<file path="src/rtl/ga_sampler_pkg.sv">
// Shared definitions for the geographical-address sampler: FSM encoding,
// slot code constants and the GA/GAP parity helpers.
package ga_sampler_pkg;

    localparam logic [4:0] GA_NO_SLOT  = 5'h1F;
    localparam logic [4:0] GA_MIN_SLOT = 5'h0A;
    localparam logic [4:0] GA_MAX_SLOT = 5'h1E;

    localparam logic [2:0] ST_SETTLE = 3'd0;
    localparam logic [2:0] ST_CHECK  = 3'd1;
    localparam logic [2:0] ST_LOCKED = 3'd2;
    localparam logic [2:0] ST_NOSLOT = 3'd3;
    localparam logic [2:0] ST_FAULT  = 3'd4;

    // Backplane GA/GAP is odd parity across all six lines.
    function automatic logic parity_ok(input logic [5:0] vec);
        return ^vec;
    endfunction

    function automatic logic in_slot_range(input logic [4:0] ga);
        return (ga >= GA_MIN_SLOT) && (ga <= GA_MAX_SLOT);
    endfunction

endpackage

</file>
<file path="src/rtl/ga_sampler_if.sv">
// Signal bundle between the backplane/host side (master) and the GA sampler (slave).
interface ga_sampler_if;

    logic [4:0] GA_IN;
    logic       GAP_IN;
    logic       REACQ;
    logic [4:0] GA_OUT;
    logic       GA_VALID;
    logic       NO_SLOT;
    logic       GAP_ERR;
    logic       RANGE_ERR;
    logic       GA_CHG;

    modport master (
        output GA_IN, GAP_IN, REACQ,
        input  GA_OUT, GA_VALID, NO_SLOT, GAP_ERR, RANGE_ERR, GA_CHG
    );

    modport slave (
        input  GA_IN, GAP_IN, REACQ,
        output GA_OUT, GA_VALID, NO_SLOT, GAP_ERR, RANGE_ERR, GA_CHG
    );

endinterface

</file>
<file path="src/rtl/ga_sync2.sv">
// Two-flop synchronizer for asynchronous level inputs; resets to all ones
// to match the pulled-up idle state of the backplane lines.
module ga_sync2 #(
    parameter int W = 6
) (
    input  logic         clk,
    input  logic         rst_n,
    input  logic [W-1:0] d,
    output logic [W-1:0] q
);

    logic [W-1:0] meta_d, meta_q;
    logic [W-1:0] sync_d, sync_q;

    always_comb begin
        meta_d = d;
        sync_d = meta_q;
    end

    always_ff @(posedge clk or negedge rst_n) begin
        if (!rst_n) begin
            meta_q <= '1;
            sync_q <= '1;
        end else begin
            meta_q <= meta_d;
            sync_q <= sync_d;
        end
    end

    assign q = sync_q;

endmodule

</file>
<file path="src/rtl/ga_sampler.sv">
// Geographical-address sampler: synchronizes GA/GAP, waits for a stable vector,
// classifies it and locks it. Define GA_SAMPLER_PARITY_CHK_EN to enable the GAP check.
module ga_sampler
    import ga_sampler_pkg::*;
#(
    parameter int unsigned STABLE_CYCLES = 16
) (
    input  logic          CLK,
    input  logic          RST_n,
    ga_sampler_if.slave   bus
);

    localparam logic [7:0] CNT_MAX = 8'(STABLE_CYCLES - 1);

`ifdef GA_SAMPLER_PARITY_CHK_EN
    localparam logic [5:0] CMP_MASK = 6'h3F;
`else
    localparam logic [5:0] CMP_MASK = 6'h3E;
`endif
    localparam logic [5:0] PREV_RST = 6'h3F & CMP_MASK;

    logic [5:0] raw_vec, sync_vec, sync_m;
    logic       gap_bad, in_diff, lock_diff;

    logic [2:0] state_d, state_q;
    logic [7:0] cnt_d, cnt_q;
    logic [5:0] prev_d, prev_q;
    logic [4:0] ga_out_d, ga_out_q;
    logic       gap_lat_d, gap_lat_q;
    logic       valid_d, valid_q;
    logic       noslot_d, noslot_q;
    logic       gaperr_d, gaperr_q;
    logic       rangeerr_d, rangeerr_q;
    logic       chg_d, chg_q;

    assign raw_vec = {bus.GA_IN, bus.GAP_IN};

    ga_sync2 #(.W(6)) u_sync (
        .clk   (CLK),
        .rst_n (RST_n),
        .d     (raw_vec),
        .q     (sync_vec)
    );

    // With the parity check disabled the GAP bit is masked out of every compare.
    assign sync_m    = sync_vec & CMP_MASK;
    assign in_diff   = (sync_m != prev_q);
    assign lock_diff = (sync_m != ({ga_out_q, gap_lat_q} & CMP_MASK));

`ifdef GA_SAMPLER_PARITY_CHK_EN
    assign gap_bad = !parity_ok(sync_vec);
`else
    assign gap_bad = 1'b0;
`endif

    always_comb begin
        state_d    = state_q;
        cnt_d      = cnt_q;
        prev_d     = sync_m;
        ga_out_d   = ga_out_q;
        gap_lat_d  = gap_lat_q;
        valid_d    = valid_q;
        noslot_d   = noslot_q;
        gaperr_d   = gaperr_q;
        rangeerr_d = rangeerr_q;
        chg_d      = chg_q;

        if (bus.REACQ) begin
            state_d    = ST_SETTLE;
            cnt_d      = '0;
            valid_d    = 1'b0;
            noslot_d   = 1'b0;
            gaperr_d   = 1'b0;
            rangeerr_d = 1'b0;
            chg_d      = 1'b0;
        end else begin
            case (state_q)
                ST_SETTLE: begin
                    if (in_diff)
                        cnt_d = '0;
                    else if (cnt_q == CNT_MAX)
                        state_d = ST_CHECK;
                    else
                        cnt_d = cnt_q + 8'd1;
                end
                ST_CHECK: begin
                    cnt_d = '0;
                    if (sync_vec[5:1] == GA_NO_SLOT) begin
                        state_d  = ST_NOSLOT;
                        noslot_d = 1'b1;
                    end else if (gap_bad) begin
                        state_d  = ST_FAULT;
                        gaperr_d = 1'b1;
                    end else if (!in_slot_range(sync_vec[5:1])) begin
                        state_d    = ST_FAULT;
                        rangeerr_d = 1'b1;
                    end else begin
                        state_d   = ST_LOCKED;
                        ga_out_d  = sync_vec[5:1];
                        gap_lat_d = sync_vec[0];
                        valid_d   = 1'b1;
                    end
                end
                ST_LOCKED: begin
                    // The settle counter is reused to time a sustained input change.
                    if (!chg_q) begin
                        if (!lock_diff)
                            cnt_d = '0;
                        else if (cnt_q == CNT_MAX)
                            chg_d = 1'b1;
                        else
                            cnt_d = cnt_q + 8'd1;
                    end
                end
                ST_NOSLOT, ST_FAULT: begin
                end
                default: begin
                    state_d = ST_SETTLE;
                    cnt_d   = '0;
                end
            endcase
        end
    end

    always_ff @(posedge CLK or negedge RST_n) begin
        if (!RST_n) begin
            state_q    <= ST_SETTLE;
            cnt_q      <= '0;
            prev_q     <= PREV_RST;
            ga_out_q   <= GA_NO_SLOT;
            gap_lat_q  <= 1'b1;
            valid_q    <= 1'b0;
            noslot_q   <= 1'b0;
            gaperr_q   <= 1'b0;
            rangeerr_q <= 1'b0;
            chg_q      <= 1'b0;
        end else begin
            state_q    <= state_d;
            cnt_q      <= cnt_d;
            prev_q     <= prev_d;
            ga_out_q   <= ga_out_d;
            gap_lat_q  <= gap_lat_d;
            valid_q    <= valid_d;
            noslot_q   <= noslot_d;
            gaperr_q   <= gaperr_d;
            rangeerr_q <= rangeerr_d;
            chg_q      <= chg_d;
        end
    end

    assign bus.GA_OUT    = ga_out_q;
    assign bus.GA_VALID  = valid_q;
    assign bus.NO_SLOT   = noslot_q;
    assign bus.GAP_ERR   = gaperr_q;
    assign bus.RANGE_ERR = rangeerr_q;
    assign bus.GA_CHG    = chg_q;

endmodule

</file>
<file path="src/flat_wrapper.sv">
// flat-port wrapper written by rule: the top's interface ports become plain ports
module ga_sampler_flat import ga_sampler_pkg::*;
#(
    parameter int unsigned STABLE_CYCLES = 16
)
  (CLK, RST_n, bus_GA_IN, bus_GAP_IN, bus_REACQ, bus_GA_OUT, bus_GA_VALID, bus_NO_SLOT, bus_GAP_ERR, bus_RANGE_ERR, bus_GA_CHG);
  ga_sampler_if bus_i ();
  input  logic CLK;
  input  logic RST_n;
  input wire logic [$bits(bus_i.GA_IN)-1:0] bus_GA_IN;
  input wire logic [$bits(bus_i.GAP_IN)-1:0] bus_GAP_IN;
  input wire logic [$bits(bus_i.REACQ)-1:0] bus_REACQ;
  output wire logic [$bits(bus_i.GA_OUT)-1:0] bus_GA_OUT;
  output wire logic [$bits(bus_i.GA_VALID)-1:0] bus_GA_VALID;
  output wire logic [$bits(bus_i.NO_SLOT)-1:0] bus_NO_SLOT;
  output wire logic [$bits(bus_i.GAP_ERR)-1:0] bus_GAP_ERR;
  output wire logic [$bits(bus_i.RANGE_ERR)-1:0] bus_RANGE_ERR;
  output wire logic [$bits(bus_i.GA_CHG)-1:0] bus_GA_CHG;
  assign bus_i.GA_IN = bus_GA_IN;
  assign bus_i.GAP_IN = bus_GAP_IN;
  assign bus_i.REACQ = bus_REACQ;
  assign bus_GA_OUT = bus_i.GA_OUT;
  assign bus_GA_VALID = bus_i.GA_VALID;
  assign bus_NO_SLOT = bus_i.NO_SLOT;
  assign bus_GAP_ERR = bus_i.GAP_ERR;
  assign bus_RANGE_ERR = bus_i.RANGE_ERR;
  assign bus_GA_CHG = bus_i.GA_CHG;
  ga_sampler #(.STABLE_CYCLES(STABLE_CYCLES)) u_core (.CLK(CLK), .RST_n(RST_n), .bus(bus_i));
endmodule
</file>
<file path="config.mk">
export PLATFORM = sky130hd
export DESIGN_NAME = ga_sampler_flat
export DESIGN_NICKNAME = d
export VERILOG_FILES = /design/src/rtl/ga_sampler_pkg.sv /design/src/rtl/ga_sampler_if.sv /design/src/rtl/ga_sync2.sv /design/src/rtl/ga_sampler.sv /design/src/flat_wrapper.sv
export SDC_FILE = /design/constraint.sdc
export NUM_CORES = 1
export LEC_CHECK = 0
export BUFFER_PORTS_ARGS = -buffer_cell sky130_fd_sc_hd__buf_2
export CORE_MARGIN = 2
export CORE_UTILIZATION = 55
export CTS_CLUSTER_SIZE = 16
export DETAILED_ROUTE_END_ITERATION = 12
export GPL_TIMING_DRIVEN = 0
export HOLD_SLACK_MARGIN = 0.06
export PLACE_DENSITY = 0.73
export SYNTH_ARGS = -nofsm -noshare
export SYNTH_HDL_FRONTEND = slang
export SYNTH_SLANG_ARGS = --single-unit
</file>
<file path="constraint.sdc">
create_clock -name CLK -period 3.3 [get_ports CLK]
set_input_delay 0.66 -clock CLK [delete_from_list [all_inputs] [get_ports CLK]]
set_output_delay 0.66 -clock CLK [all_outputs]
set_load 0.01 [all_outputs]
</file>
==> results of run 1 <==
-- metrics by stage --
| step | cells | area (um2) | total power [mW] | utilization (%) | worst slack [ps] |
|---|---|---|---|---|---|
| after detailed placement | 177 | 1650 | 0.497 | 60.9 | 1330 |
| final | 185 | 1710 | 0.725 | 63.1 | 1290 |
| after global routing | 185 | 1710 | 0.761 | 63.1 | 1160 |
| after CTS | 185 | 1710 | 0.736 | 63.1 | 1310 |
| after global placement | 177 | 1650 | 0.495 | 60.9 | 1340 |
| after floorplan | 130 | 1530 | 0.478 | - | 1580 |
-- state kept, by name (all words and copies together) (netlist names), 3 cells and up --
signal,cells
u_core.cnt_q,8
u_core.bus.GA_OUT,5
u_core.prev_q,5
u_core.u_sync.meta_q,5
u_core.u_sync.q,5
u_core.state_q,3
-- cells in the final DEF (no fill, tap or decap), types with 3 or more instances in the layout --
master                      n
sky130_fd_sc_hd__xor2_1     9
sky130_fd_sc_hd__nor2_1    17
sky130_fd_sc_hd__o21ai_0    4
sky130_fd_sc_hd__clkbuf_4   5
sky130_fd_sc_hd__o22a_1     4
sky130_fd_sc_hd__buf_2     18
sky130_fd_sc_hd__clkbuf_1   3
sky130_fd_sc_hd__xnor2_1    5
sky130_fd_sc_hd__mux2i_1    3
sky130_fd_sc_hd__a21oi_1    3
sky130_fd_sc_hd__nand2_1    4
sky130_fd_sc_hd__nor2b_1    3
sky130_fd_sc_hd__nor3_1     7
sky130_fd_sc_hd__nand3_1    5
sky130_fd_sc_hd__dfstp_2   20
sky130_fd_sc_hd__dfrtp_1   15
-- worst register-to-register path, stage by stage (launching register included) --
cell	delay [ps]
sky130_fd_sc_hd__dfrtp_1	470
sky130_fd_sc_hd__or2_2	350
sky130_fd_sc_hd__a31oi_2	310
sky130_fd_sc_hd__nor2_1	110
sky130_fd_sc_hd__a311oi_2	510
sky130_fd_sc_hd__nor3_1	130
-- routing by layer --
metal / GRT usage, % / vias to the layer above / part of all wire, %
met5: 0 / - / 0
met4: 6.98 / 0 / 1.7
met3: 7.14 / 6 / 5.1
met2: 29.9 / 21 / 48
met1: 24.9 / 498 / 45
li1: - / 495 / -
-- power by group through the flow --
stage,combinational (mW),sequential [mW],clock [mW]
CTS,0.0343,0.455,0.246
global placement,0.0334,0.462,0
global route,0.0379,0.457,0.266
finish,0.0334,0.455,0.237
detailed placement,0.0339,0.463,0
floorplan,0.0182,0.460,0
-- final cells by class --
class | instances | area share [%]
plain buffers | 5 | 1.46
clock buffers | 7 | 3.22
clock inverters | 1 | 0.293
inverters | 2 | 0.439
multi-input cells | 88 | 35.0
flip-flops and latches | 35 | 52.7
well taps | 31 | 2.27
repair buffers | 16 | 4.68
-- cell families after synthesis --
family,count (synthesis),share of synthesized area (%)
and+or+nand+nor,49,17.5
DFF,35,58.8
AOI/OAI and AO/OA,20,10.5
xor gates and xnor gates,14,8.01
buffers and inverters,7,2.12
muxes,3,1.96
adders and majority gates,1,0.817
other,1,0.245
-- final timing paths --
| kind | to | slack, ps | startpoint |
|---|---|---|---|
| worst min register to register | u_core.u_sync.q[5] | 360 | u_core.u_sync.meta_q[5] |
| worst max-delay path | u_core.cnt_q[3] | 1290 | u_core.state_q[0] |
| max in group asynchronous | u_core.bus.GA_CHG | 2460 | RST_n |
| min in group asynchronous | u_core.bus.RANGE_ERR | 380 | RST_n |
| worst min-delay path | u_core.u_sync.q[5] | 360 | u_core.u_sync.meta_q[5] |
| worst max register to register | u_core.cnt_q[3] | 1290 | u_core.state_q[0] |
==> metrics.txt, run 1 <==
# TYPE chip_impl_metric gauge
chip_impl_metric{name="grt_start_max_net_pins",unit=""} 36
chip_impl_metric{name="fillCellCount",unit=""} 229
chip_impl_metric{name="leakagePower",unit="nW"} 0.780
chip_impl_metric{name="drt_iter0_drc",unit=""} 30
chip_impl_metric{name="timing.final.crit_share",unit="%"} 60.8
chip_impl_metric{name="multi_input_area",unit="um2"} 598
chip_impl_metric{name="dieHeight",unit="um"} 56.8
chip_impl_metric{name="postSynthCellCount",unit=""} 130
chip_impl_metric{name="chipWidth",unit="um"} 56.8
chip_impl_metric{name="maximum_count_of_clock_buffers_along_a_single_path",unit=""} 2
chip_impl_metric{name="highest_net_fanout_along_the_worst_path",unit=""} 8
chip_impl_metric{name="buffers_and_inverters_on_the_worst_path",unit=""} 0
chip_impl_info{name="min_path_type",value="reg2reg"} 1
chip_impl_metric{name="synthesis.area",unit="mm2"} 0.00153
chip_impl_metric{name="slew_violations",unit=""} 0
chip_impl_info{name="yosys.area.top_type",value="sky130_fd_sc_hd__dfstp_2"} 1
chip_impl_info{name="critical_path.startpoint_type",value="register"} 1
chip_impl_metric{name="area_growth_syn_to_layout",unit="%"} 11.7
chip_impl_metric{name="cp.depth",unit=""} 5
chip_impl_metric{name="via_count_of_the_first_global_routing_pass",unit=""} 1032
chip_impl_metric{name="core-area",unit="mm2"} 0.00271
chip_impl_metric{name="power_frac_clock",unit="%"} 32.7
chip_impl_metric{name="place.gp.congestion",unit=""} 0.808
chip_impl_metric{name="cellInternalPower",unit="mW"} 0.563
chip_impl_metric{name="insertedDiodeCount",unit=""} 0
chip_impl_metric{name="clk_transition_reported_paths",unit="ps"} 100
chip_impl_metric{name="swShare",unit="%"} 22.4
chip_impl_metric{name="clkLatencyLatePin",unit="ps"} 330
chip_impl_metric{name="final-setup-viol-count",unit=""} 0
chip_impl_metric{name="drt_drc_violations_left",unit=""} 0
chip_impl_metric{name="pwr-share-comb",unit="%"} 4.6
chip_impl_metric{name="synthArstFlopShare",unit="%"} 100
chip_impl_metric{name="final_antenna_net_count",unit=""} 0
chip_impl_metric{name="min_delay_path_depth",unit=""} 0
chip_impl_metric{name="floorplan.die_area",unit="mm2"} 0.00322
chip_impl_metric{name="rows",unit=""} 19
chip_impl_metric{name="synth.ff_latch_count",unit=""} 35
chip_impl_info{name="grt_setup_unrepaired",value="no"} 1
chip_impl_metric{name="netlist.area_leader.share",unit="%"} 34.3
chip_impl_info{name="post-synth-top-count-cell",value="sky130_fd_sc_hd__dfstp_2"} 1
chip_impl_metric{name="tightestPinTransition",unit="ps"} 736
chip_impl_metric{name="netlist-cell-type-count",unit=""} 39
chip_impl_info{name="post_synth_main_area_contributors",value="sky130_fd_sc_hd__dfstp_2 (34%), sky130_fd_sc_hd__dfrtp_1 (25%), sky130_fd_sc_hd__xor2_1 (5.1%), sky130_fd_sc_hd__nor2_1 (4.2%), sky130_fd_sc_hd__xnor2_1 (2.9%)"} 1
chip_impl_metric{name="number_of_buffers_added_by_the_clock_tree_synthesis_step",unit=""} 5
chip_impl_info{name="cts_root_buf",value="sky130_fd_sc_hd__clkbuf_4"} 1
chip_impl_metric{name="first_pass_iters",unit=""} 4
chip_impl_metric{name="post-cts-setup-buffers",unit=""} 0
chip_impl_metric{name="skew",unit="ps"} 5.77
chip_impl_metric{name="syn_area_per_cell",unit="um2"} 11.8
chip_impl_metric{name="finalHoldViolations",unit=""} 0
chip_impl_info{name="criticalPathCategory",value="reg2reg"} 1
chip_impl_info{name="kind_of_capture_point_of_the_worst_setup_path",value="register"} 1
chip_impl_metric{name="grt_pass1_wl",unit="mm"} 4.66
chip_impl_metric{name="yosysWarnings",unit=""} 0
chip_impl_metric{name="worst_r2r_path_depth",unit=""} 5
chip_impl_metric{name="synth_seq_area_share",unit="%"} 58.8
chip_impl_metric{name="final-seq-area",unit="um2"} 901
chip_impl_metric{name="slew-limit-headroom",unit="%"} 51.0
chip_impl_metric{name="proportion_of_power_drawn_by_flip_flops_and_latches",unit="%"} 62.7
chip_impl_info{name="crit_slowest_cell",value="sky130_fd_sc_hd__a311oi_2"} 1
chip_impl_metric{name="htree_levels",unit=""} 2
chip_impl_metric{name="synth-edff-count",unit=""} 0
chip_impl_info{name="most_frequently_used_flop_master_after_synthesis",value="sky130_fd_sc_hd__dfstp_2"} 1
chip_impl_metric{name="max_stage_delay",unit="ps"} 510
chip_impl_metric{name="synthesis.nets",unit=""} 140
chip_impl_info{name="cts_tree",value="done"} 1
chip_impl_metric{name="max-cap-violations",unit=""} 0
chip_impl_info{name="worstPathCellList",value="or2_2 > a31oi_2 > nor2_1 > a311oi_2 > nor3_1"} 1
chip_impl_metric{name="post_drt_via_cell_ratio",unit=""} 5.51
chip_impl_metric{name="final_routed_wire_length_divided_by_cell_count",unit="um"} 14.3
chip_impl_metric{name="timing.setup.tns",unit="ps"} 0
chip_impl_info{name="crit_family",value="compound AO/OA/AOI/OAI gates"} 1
chip_impl_metric{name="vdd.ir_drop.worst",unit="V"} 0.000353
chip_impl_metric{name="cts_hold_repair.buffers",unit=""} 0
chip_impl_metric{name="dp.final_hpwl",unit="mm"} 1.85
chip_impl_metric{name="cts_num_sinks",unit=""} 35
chip_impl_metric{name="io_pins",unit=""} 19
chip_impl_metric{name="critPathArrivalTime",unit="ps"} 2210
chip_impl_metric{name="initial_utilization",unit="%"} 56.5
chip_impl_info{name="synth.top_cells.by_count",value="sky130_fd_sc_hd__dfstp_2 (20), sky130_fd_sc_hd__nor2_1 (17), sky130_fd_sc_hd__dfrtp_1 (15)"} 1
chip_impl_metric{name="ctsResizeCount",unit=""} 0
chip_impl_metric{name="io_buffers",unit=""} 16
chip_impl_metric{name="net-switching-power",unit="mW"} 0.163
chip_impl_metric{name="post_route_wl",unit="mm"} 2.65
chip_impl_info{name="outcome",value="finished clean"} 1
chip_impl_metric{name="crit_required",unit="ps"} 3500
chip_impl_metric{name="gr-usage-all-layers",unit="%"} 19.3
chip_impl_metric{name="via_count",unit=""} 1020
chip_impl_metric{name="final_net_count",unit=""} 163
chip_impl_metric{name="hold_ws",unit="ps"} 357
chip_impl_metric{name="power_per_cell_area",unit="mW/mm2"} 424
chip_impl_metric{name="fmax",unit="MHz"} 498
chip_impl_metric{name="grt-ovfl-total",unit=""} 0
chip_impl_metric{name="drive_above_1_share",unit="%"} 35.1
chip_impl_metric{name="antenna_violations_before_repair",unit=""} 0
chip_impl_metric{name="finalCriticalPeriod",unit="ps"} 2010
(Power assumes the default switching activity.)
==> inputs of run 2 (changes only) <==
Settings changed: ABC_AREA set to 1, PLACE_DENSITY 0.73 to 0.72.
Clock period 3.3 ns to 2.1 ns, I/O delays scaled along.
==> metrics.txt, run 2 <==
# TYPE chip_impl_metric gauge
chip_impl_info{name="outcome",value="finished clean"} 1
chip_impl_metric{name="final-seq-area",unit="um2"} 901
chip_impl_metric{name="rows",unit=""} 20
chip_impl_metric{name="final_antenna_net_count",unit=""} 0
chip_impl_metric{name="synth.ff_latch_count",unit=""} 35
chip_impl_metric{name="slew_violations",unit=""} 0
chip_impl_metric{name="via_count_of_the_first_global_routing_pass",unit=""} 1344
chip_impl_info{name="post-synth-top-count-cell",value="sky130_fd_sc_hd__nand2_1"} 1
chip_impl_metric{name="io_pins",unit=""} 19
chip_impl_metric{name="first_pass_iters",unit=""} 4
chip_impl_metric{name="number_of_standard_cells_in_the_final_layout_excluding_fillers",unit=""} 298
chip_impl_metric{name="via_count",unit=""} 1424
chip_impl_metric{name="postPlaceCellArea",unit="mm2"} 0.00196
chip_impl_info{name="criticalPathCategory",value="reg2reg"} 1
chip_impl_metric{name="timing.setup.tns",unit="ps"} 0
chip_impl_metric{name="io_buffers",unit=""} 15
chip_impl_metric{name="initial_utilization",unit="%"} 59.0
chip_impl_metric{name="drt_drc_violations_left",unit=""} 0
chip_impl_info{name="timing.rr.end",value="u_core.state_q[1]"} 1
chip_impl_info{name="yosys.area.top_type",value="sky130_fd_sc_hd__dfstp_2"} 1
chip_impl_info{name="crit_slowest_cell",value="sky130_fd_sc_hd__dfrtp_1"} 1
chip_impl_info{name="synth.top_cells.by_count",value="sky130_fd_sc_hd__nand2_1 (81), sky130_fd_sc_hd__inv_1 (29), sky130_fd_sc_hd__dfstp_2 (20)"} 1
chip_impl_metric{name="syn_area_per_cell",unit="um2"} 7.93
chip_impl_metric{name="hold_ws",unit="ps"} 121
chip_impl_metric{name="skew",unit="ps"} 7.82
chip_impl_info{name="crit_family",value="simple AND/OR/NAND/NOR gates"} 1
chip_impl_metric{name="post-cts-setup-buffers",unit=""} 0
chip_impl_metric{name="vdd.ir_drop.worst",unit="V"} 0.000685
chip_impl_metric{name="grt_start_max_net_pins",unit=""} 36
chip_impl_metric{name="multi_input_area",unit="um2"} 751
chip_impl_metric{name="cts_num_sinks",unit=""} 35
chip_impl_metric{name="timing.final.crit_share",unit="%"} 78.1
chip_impl_metric{name="final_cell_area",unit="mm2"} 0.00205
chip_impl_metric{name="synthesis.area",unit="mm2"} 0.00183
chip_impl_metric{name="final-setup-viol-count",unit=""} 0
chip_impl_metric{name="netlist-cell-type-count",unit=""} 27
chip_impl_metric{name="highest_net_fanout_along_the_worst_path",unit=""} 6
chip_impl_metric{name="clk_transition_reported_paths",unit="ps"} 120
chip_impl_metric{name="max_stage_delay",unit="ps"} 400
chip_impl_metric{name="grt-ovfl-total",unit=""} 0
chip_impl_metric{name="drive_above_1_share",unit="%"} 28.7
chip_impl_metric{name="insertedDiodeCount",unit=""} 0
chip_impl_metric{name="post_route_wl",unit="mm"} 3.32
chip_impl_info{name="highest_count_cells_in_the_layout_ignoring_fill_and_taps",value="sky130_fd_sc_hd__nand2_1 (81), sky130_fd_sc_hd__inv_1 (29), sky130_fd_sc_hd__dfstp_2 (20), sky130_fd_sc_hd__nor2_1 (18), sky130_fd_sc_hd__nand3_1 (17)"} 1
chip_impl_metric{name="postSynthCellCount",unit=""} 231
chip_impl_metric{name="fillCellCount",unit=""} 323
chip_impl_metric{name="pre_cts_slack",unit="ps"} 484
chip_impl_metric{name="synth-edff-count",unit=""} 0
chip_impl_metric{name="synth_seq_area_share",unit="%"} 49.2
chip_impl_metric{name="gr-usage-all-layers",unit="%"} 20.6
chip_impl_metric{name="area_growth_syn_to_layout",unit="%"} 11.7
chip_impl_metric{name="finalPower",unit="mW"} 1.94
chip_impl_metric{name="antenna_violations_before_repair",unit=""} 0
chip_impl_metric{name="worst_r2r_path_depth",unit=""} 8
chip_impl_metric{name="yosysWarnings",unit=""} 0
chip_impl_metric{name="ctsResizeCount",unit=""} 0
chip_impl_metric{name="htree_levels",unit=""} 2
chip_impl_info{name="final_common_cell",value="sky130_fd_sc_hd__nand2_1"} 1
chip_impl_metric{name="post-route-worst-setup-slack",unit="ps"} 460
chip_impl_metric{name="leakagePower",unit="nW"} 1.05
chip_impl_metric{name="fmax",unit="MHz"} 610
chip_impl_metric{name="final_net_count",unit=""} 263
chip_impl_metric{name="clkLatencyLatePin",unit="ps"} 350
chip_impl_info{name="regMostFlops",value="u_core.cnt_q"} 1
chip_impl_info{name="critical_path.startpoint_type",value="register"} 1
chip_impl_info{name="post_synth_main_area_contributors",value="sky130_fd_sc_hd__dfstp_2 (29%), sky130_fd_sc_hd__dfrtp_1 (20%), sky130_fd_sc_hd__nand2_1 (17%), sky130_fd_sc_hd__inv_1 (5.9%), sky130_fd_sc_hd__nand3_1 (4.6%)"} 1
chip_impl_info{name="most_frequently_used_flop_master_after_synthesis",value="sky130_fd_sc_hd__dfstp_2"} 1
chip_impl_metric{name="final_routed_wire_length_divided_by_cell_count",unit="um"} 11.1
chip_impl_metric{name="slew-limit-headroom",unit="%"} 50.3
chip_impl_metric{name="finalHoldViolations",unit=""} 0
chip_impl_metric{name="finalCriticalPeriod",unit="ps"} 1640
chip_impl_info{name="crit_top_cell",value="sky130_fd_sc_hd__nand2_1"} 1
chip_impl_metric{name="floorplan.die_area",unit="mm2"} 0.00381
chip_impl_info{name="cts_root_buf",value="sky130_fd_sc_hd__clkbuf_4"} 1
chip_impl_metric{name="power_per_cell_area",unit="mW/mm2"} 948
chip_impl_metric{name="final_util",unit="%"} 66.0
chip_impl_metric{name="chipWidth",unit="um"} 61.7
chip_impl_metric{name="synthesis.nets",unit=""} 241
chip_impl_metric{name="netlist.area_leader.share",unit="%"} 28.7
chip_impl_metric{name="core-area",unit="mm2"} 0.00310
chip_impl_metric{name="dp.final_hpwl",unit="mm"} 2.50
chip_impl_metric{name="grt_pass1_wl",unit="mm"} 5.65
chip_impl_info{name="kind_of_capture_point_of_the_worst_setup_path",value="register"} 1
chip_impl_metric{name="maximum_count_of_clock_buffers_along_a_single_path",unit=""} 2
chip_impl_info{name="r2r_start",value="u_core.cnt_q[0]"} 1
chip_impl_info{name="grt_setup_unrepaired",value="no"} 1
chip_impl_info{name="worstPathCellList",value="ha_1 > nand2_1 > nor2_2 > nand4_2 > o21ai_1 > nand2_1 > nand2_1 > nand2_1"} 1
chip_impl_metric{name="buffers_and_inverters_on_the_worst_path",unit=""} 0
chip_impl_metric{name="tightestPinTransition",unit="ps"} 745
chip_impl_metric{name="crit_required",unit="ps"} 2350
chip_impl_metric{name="post_drt_via_cell_ratio",unit=""} 4.78
chip_impl_metric{name="number_of_buffers_added_by_the_clock_tree_synthesis_step",unit=""} 5
chip_impl_metric{name="dieHeight",unit="um"} 61.7
chip_impl_info{name="cts_tree",value="done"} 1
chip_impl_info{name="min_path_type",value="in2async"} 1
chip_impl_metric{name="critPathArrivalTime",unit="ps"} 1890
chip_impl_metric{name="regToRegSetupSlack",unit="ps"} 460
chip_impl_metric{name="cts_hold_repair.buffers",unit=""} 0
chip_impl_metric{name="largest_register_ff_count",unit=""} 8
chip_impl_metric{name="dp_cells",unit=""} 290
chip_impl_metric{name="place.gp.congestion",unit=""} 0.811
chip_impl_metric{name="max-cap-violations",unit=""} 0
chip_impl_metric{name="synthArstFlopShare",unit="%"} 100
chip_impl_metric{name="drt_iter0_drc",unit=""} 40
[run 2: cells by family after synthesis]
kind of cell / Yosys count / share of synthesized area, %
xor+xnor: 2 / 0.956
compound gates: 19 / 6.83
other cells: 1 / 0.205
simple gates: 133 / 32.3
flops: 35 / 49.2
fa+ha+maj: 1 / 0.683
buf+inv: 40 / 9.84
[run 2: worst reg2reg max path: cells and delay by family, from the launching register on]
kind                     cells  cell delay (ps)
adder cells (fa/ha/maj)      1              220
flip-flops                   1              400
AND/OR/NAND/NOR              6              680
AO/OA/AOI/OAI                1              240
[run 2: final cells by class]
type                            count  share of cell area (%)
Sequential cell                    35                    44.0
Multi-Input combinational cell    156                    36.7
Inverter                           35                    6.42
Timing Repair Buffer               15                    3.67
Tap cell                           44                    2.69
Buffer                              5                    2.38
Clock inverter                      3                    2.32
Clock buffer                        5                    1.83
[run 2: where the power goes]
group | switching, mW | internal, mW
clock network | 0.251 | 0.256
logic | 0.320 | 0.205
registers | 0.0946 | 0.814
total | 0.666 | 1.27
[run 2: how the worst max path moves through the flow]
stage | slack (ps) | depth (start not counted) | from | end
3_5_place_dp | 480 | 8 | u_core.cnt_q[0] | u_core.state_q[1]
4_1_cts | 460 | 8 | u_core.cnt_q[0] | u_core.state_q[1]
2_1_floorplan | 710 | 8 | u_core.cnt_q[0] | u_core.state_q[0]
3_3_place_gp | 490 | 8 | u_core.cnt_q[1] | u_core.state_q[1]
6_report | 460 | 8 | u_core.cnt_q[0] | u_core.state_q[1]
5_1_grt | 240 | 8 | u_core.u_sync.q[2] | u_core.cnt_q[4]
[run 2: metal layers]
metal  track usage, %  wire length (um)  vias up
li1                 -                 -      752
met1             25.7              1530      643
met2             35.2              1600       22
met3             4.97               124        7
met4             7.29                55        0
met5                0                 0        -
==> inputs of run 3 (changes only) <==
Clock period 2.1 ns to 1.63 ns, I/O delays scaled along.
==> metrics.txt, run 3 (synthesis results as in run 2) <==
# TYPE chip_impl_metric gauge
chip_impl_info{name="outcome",value="finished clean"} 1
chip_impl_metric{name="place.gp.congestion",unit=""} 0.811
chip_impl_metric{name="dieHeight",unit="um"} 61.7
chip_impl_metric{name="io_pins",unit=""} 19
chip_impl_metric{name="dp.final_hpwl",unit="mm"} 2.50
chip_impl_metric{name="first_pass_iters",unit=""} 4
chip_impl_metric{name="post_drt_via_cell_ratio",unit=""} 4.75
chip_impl_metric{name="drt_iter0_drc",unit=""} 59
chip_impl_metric{name="core-area",unit="mm2"} 0.00310
chip_impl_metric{name="io_buffers",unit=""} 15
chip_impl_metric{name="gr-usage-all-layers",unit="%"} 21.1
chip_impl_metric{name="final_routed_wire_length_divided_by_cell_count",unit="um"} 11.5
chip_impl_metric{name="pre_cts_slack",unit="ps"} 14.2
chip_impl_metric{name="final-seq-area",unit="um2"} 901
chip_impl_metric{name="grt_pass1_wl",unit="mm"} 5.78
chip_impl_metric{name="vdd.ir_drop.worst",unit="V"} 0.000870
chip_impl_metric{name="insertedDiodeCount",unit=""} 0
chip_impl_info{name="criticalPathCategory",value="reg2reg"} 1
chip_impl_metric{name="hold_ws",unit="ps"} 269
chip_impl_metric{name="number_of_buffers_added_by_the_clock_tree_synthesis_step",unit=""} 5
chip_impl_metric{name="initial_utilization",unit="%"} 59.0
chip_impl_metric{name="fillCellCount",unit=""} 293
chip_impl_info{name="crit_top_cell",value="sky130_fd_sc_hd__nand2_1"} 1
chip_impl_metric{name="via_count_of_the_first_global_routing_pass",unit=""} 1375
chip_impl_metric{name="buffers_and_inverters_on_the_worst_path",unit=""} 1
chip_impl_info{name="critical_path.startpoint_type",value="register"} 1
chip_impl_metric{name="critPathArrivalTime",unit="ps"} 1770
chip_impl_metric{name="finalCriticalPeriod",unit="ps"} 1520
chip_impl_metric{name="post-route-worst-setup-slack",unit="ps"} 109
chip_impl_metric{name="drive_above_1_share",unit="%"} 36.1
chip_impl_info{name="min_path_type",value="in2reg"} 1
chip_impl_metric{name="slew-limit-headroom",unit="%"} 50.8
chip_impl_metric{name="via_count",unit=""} 1458
chip_impl_metric{name="final_antenna_net_count",unit=""} 0
chip_impl_metric{name="area_growth_syn_to_layout",unit="%"} 20.7
chip_impl_metric{name="leakagePower",unit="nW"} 1.09
chip_impl_metric{name="grt_start_max_net_pins",unit=""} 36
chip_impl_metric{name="htree_levels",unit=""} 2
chip_impl_metric{name="final_net_count",unit=""} 272
chip_impl_info{name="regMostFlops",value="u_core.cnt_q"} 1
chip_impl_metric{name="power_per_cell_area",unit="mW/mm2"} 1170
chip_impl_metric{name="tightestPinTransition",unit="ps"} 738
chip_impl_metric{name="post_route_wl",unit="mm"} 3.54
chip_impl_metric{name="cts_num_sinks",unit=""} 35
chip_impl_metric{name="multi_input_area",unit="um2"} 832
chip_impl_metric{name="number_of_standard_cells_in_the_final_layout_excluding_fillers",unit=""} 307
chip_impl_metric{name="antenna_violations_before_repair",unit=""} 0
chip_impl_metric{name="grt-ovfl-total",unit=""} 0
chip_impl_metric{name="fmax",unit="MHz"} 657
chip_impl_metric{name="highest_net_fanout_along_the_worst_path",unit=""} 5
chip_impl_info{name="final_common_cell",value="sky130_fd_sc_hd__nand2_1"} 1
chip_impl_info{name="highest_count_cells_in_the_layout_ignoring_fill_and_taps",value="sky130_fd_sc_hd__nand2_1 (74), sky130_fd_sc_hd__inv_1 (26), sky130_fd_sc_hd__dfstp_2 (20)"} 1
chip_impl_metric{name="skew",unit="ps"} 7.82
chip_impl_metric{name="timing.final.crit_share",unit="%"} 93.3
chip_impl_metric{name="finalHoldViolations",unit=""} 0
chip_impl_metric{name="max-cap-violations",unit=""} 0
chip_impl_metric{name="dp_cells",unit=""} 290
chip_impl_metric{name="clk_transition_reported_paths",unit="ps"} 120
chip_impl_metric{name="crit_required",unit="ps"} 1880
chip_impl_metric{name="floorplan.die_area",unit="mm2"} 0.00381
chip_impl_metric{name="slew_violations",unit=""} 0
chip_impl_info{name="cts_tree",value="done"} 1
chip_impl_metric{name="clkLatencyLatePin",unit="ps"} 350
chip_impl_metric{name="maximum_count_of_clock_buffers_along_a_single_path",unit=""} 2
chip_impl_metric{name="max_stage_delay",unit="ps"} 610
chip_impl_metric{name="rows",unit=""} 20
chip_impl_info{name="kind_of_capture_point_of_the_worst_setup_path",value="register"} 1
chip_impl_metric{name="largest_register_ff_count",unit=""} 8
chip_impl_metric{name="chipWidth",unit="um"} 61.7
chip_impl_metric{name="drt_drc_violations_left",unit=""} 0
chip_impl_info{name="crit_slowest_cell",value="sky130_fd_sc_hd__dfstp_2"} 1
chip_impl_info{name="crit_family",value="flip-flops"} 1
chip_impl_metric{name="final-setup-viol-count",unit=""} 0
chip_impl_info{name="cts_root_buf",value="sky130_fd_sc_hd__clkbuf_4"} 1
chip_impl_metric{name="timing.setup.tns",unit="ps"} 0
chip_impl_info{name="worstPathCellList",value="inv_2 > nand2_1 > nand2_2 > nor2_4 > nand3_2 > o21ai_4 > nand2_2 > nand2_1 > nand2_1"} 1
-- run 3: repair_timing --
action / in CTS / in global routing
gates cloned: 0 / 0
pin swaps: 0 / 7
hold endpoints to repair: 20 / 0
endpoints found under the setup margin: 3 / 17
hold buffers: 6 / 0
buffers inserted: 0 / 3
gates resized for setup: 1 / 23
-- run 3: final timing paths --
check / slack, ps / from / depth (start not counted) / end
max reg2reg: 110 / u_core.u_sync.q[3] / 9 / u_core.state_q[1]
min: 270 / bus_REACQ / 4 / u_core.cnt_q[0]
min in group asynchronous: 560 / RST_n / 2 / u_core.cnt_q[6]
max in group asynchronous: 600 / RST_n / 2 / u_core.state_q[0]
min reg2reg: 360 / u_core.u_sync.meta_q[2] / 0 / u_core.u_sync.q[2]
max: 110 / u_core.u_sync.q[3] / 9 / u_core.state_q[1]
-- run 3: worst reg2reg max path: stages (launching register included) --
cell and delay [ps]:
sky130_fd_sc_hd__dfstp_2 610, sky130_fd_sc_hd__inv_2 70, sky130_fd_sc_hd__nand2_1 70, sky130_fd_sc_hd__nand2_2 80, sky130_fd_sc_hd__nor2_4 130, sky130_fd_sc_hd__nand3_2 90, sky130_fd_sc_hd__o21ai_4 180, sky130_fd_sc_hd__nand2_2 90
sky130_fd_sc_hd__nand2_1 70, sky130_fd_sc_hd__nand2_1 50
-- run 3: report_power, final --
part	internal, mW	switching (mW)	leakage (nW)
sequential	1.05	0.127	0.416
clock	0.330	0.328	0.0458
combinational	0.299	0.453	0.626
total	1.68	0.908	1.09
-- run 3: cell type report --
type	count	area share [%]
well taps	44	2.49
plain buffers	5	2.21
clock buffers	5	1.70
multi-input cells	156	37.6
repair buffers	24	7.13
flip-flops and latches	35	40.7
clock inverters	3	2.15
inverters	35	5.94
-- run 3: per-stage QoR --
stage / total power [mW] / util (%) / area [um2]
finish: 2.59 / 71.3 / 2210
global route: 2.74 / 71.3 / 2210
CTS: 2.54 / 68.0 / 2110
detailed placement: 1.87 / 63.2 / 1960
global placement: 1.85 / 63.2 / 1960
floorplan: 1.67 / - / 1830
-- run 3: metal layers --
layer	share of wire, %	global-route usage, %	vias to the layer above
met2	50	35.8	19
met1	45	26.5	666
met5	0	0	-
met4	1.5	7.29	0
li1	-	-	768
met3	3.4	4.97	5
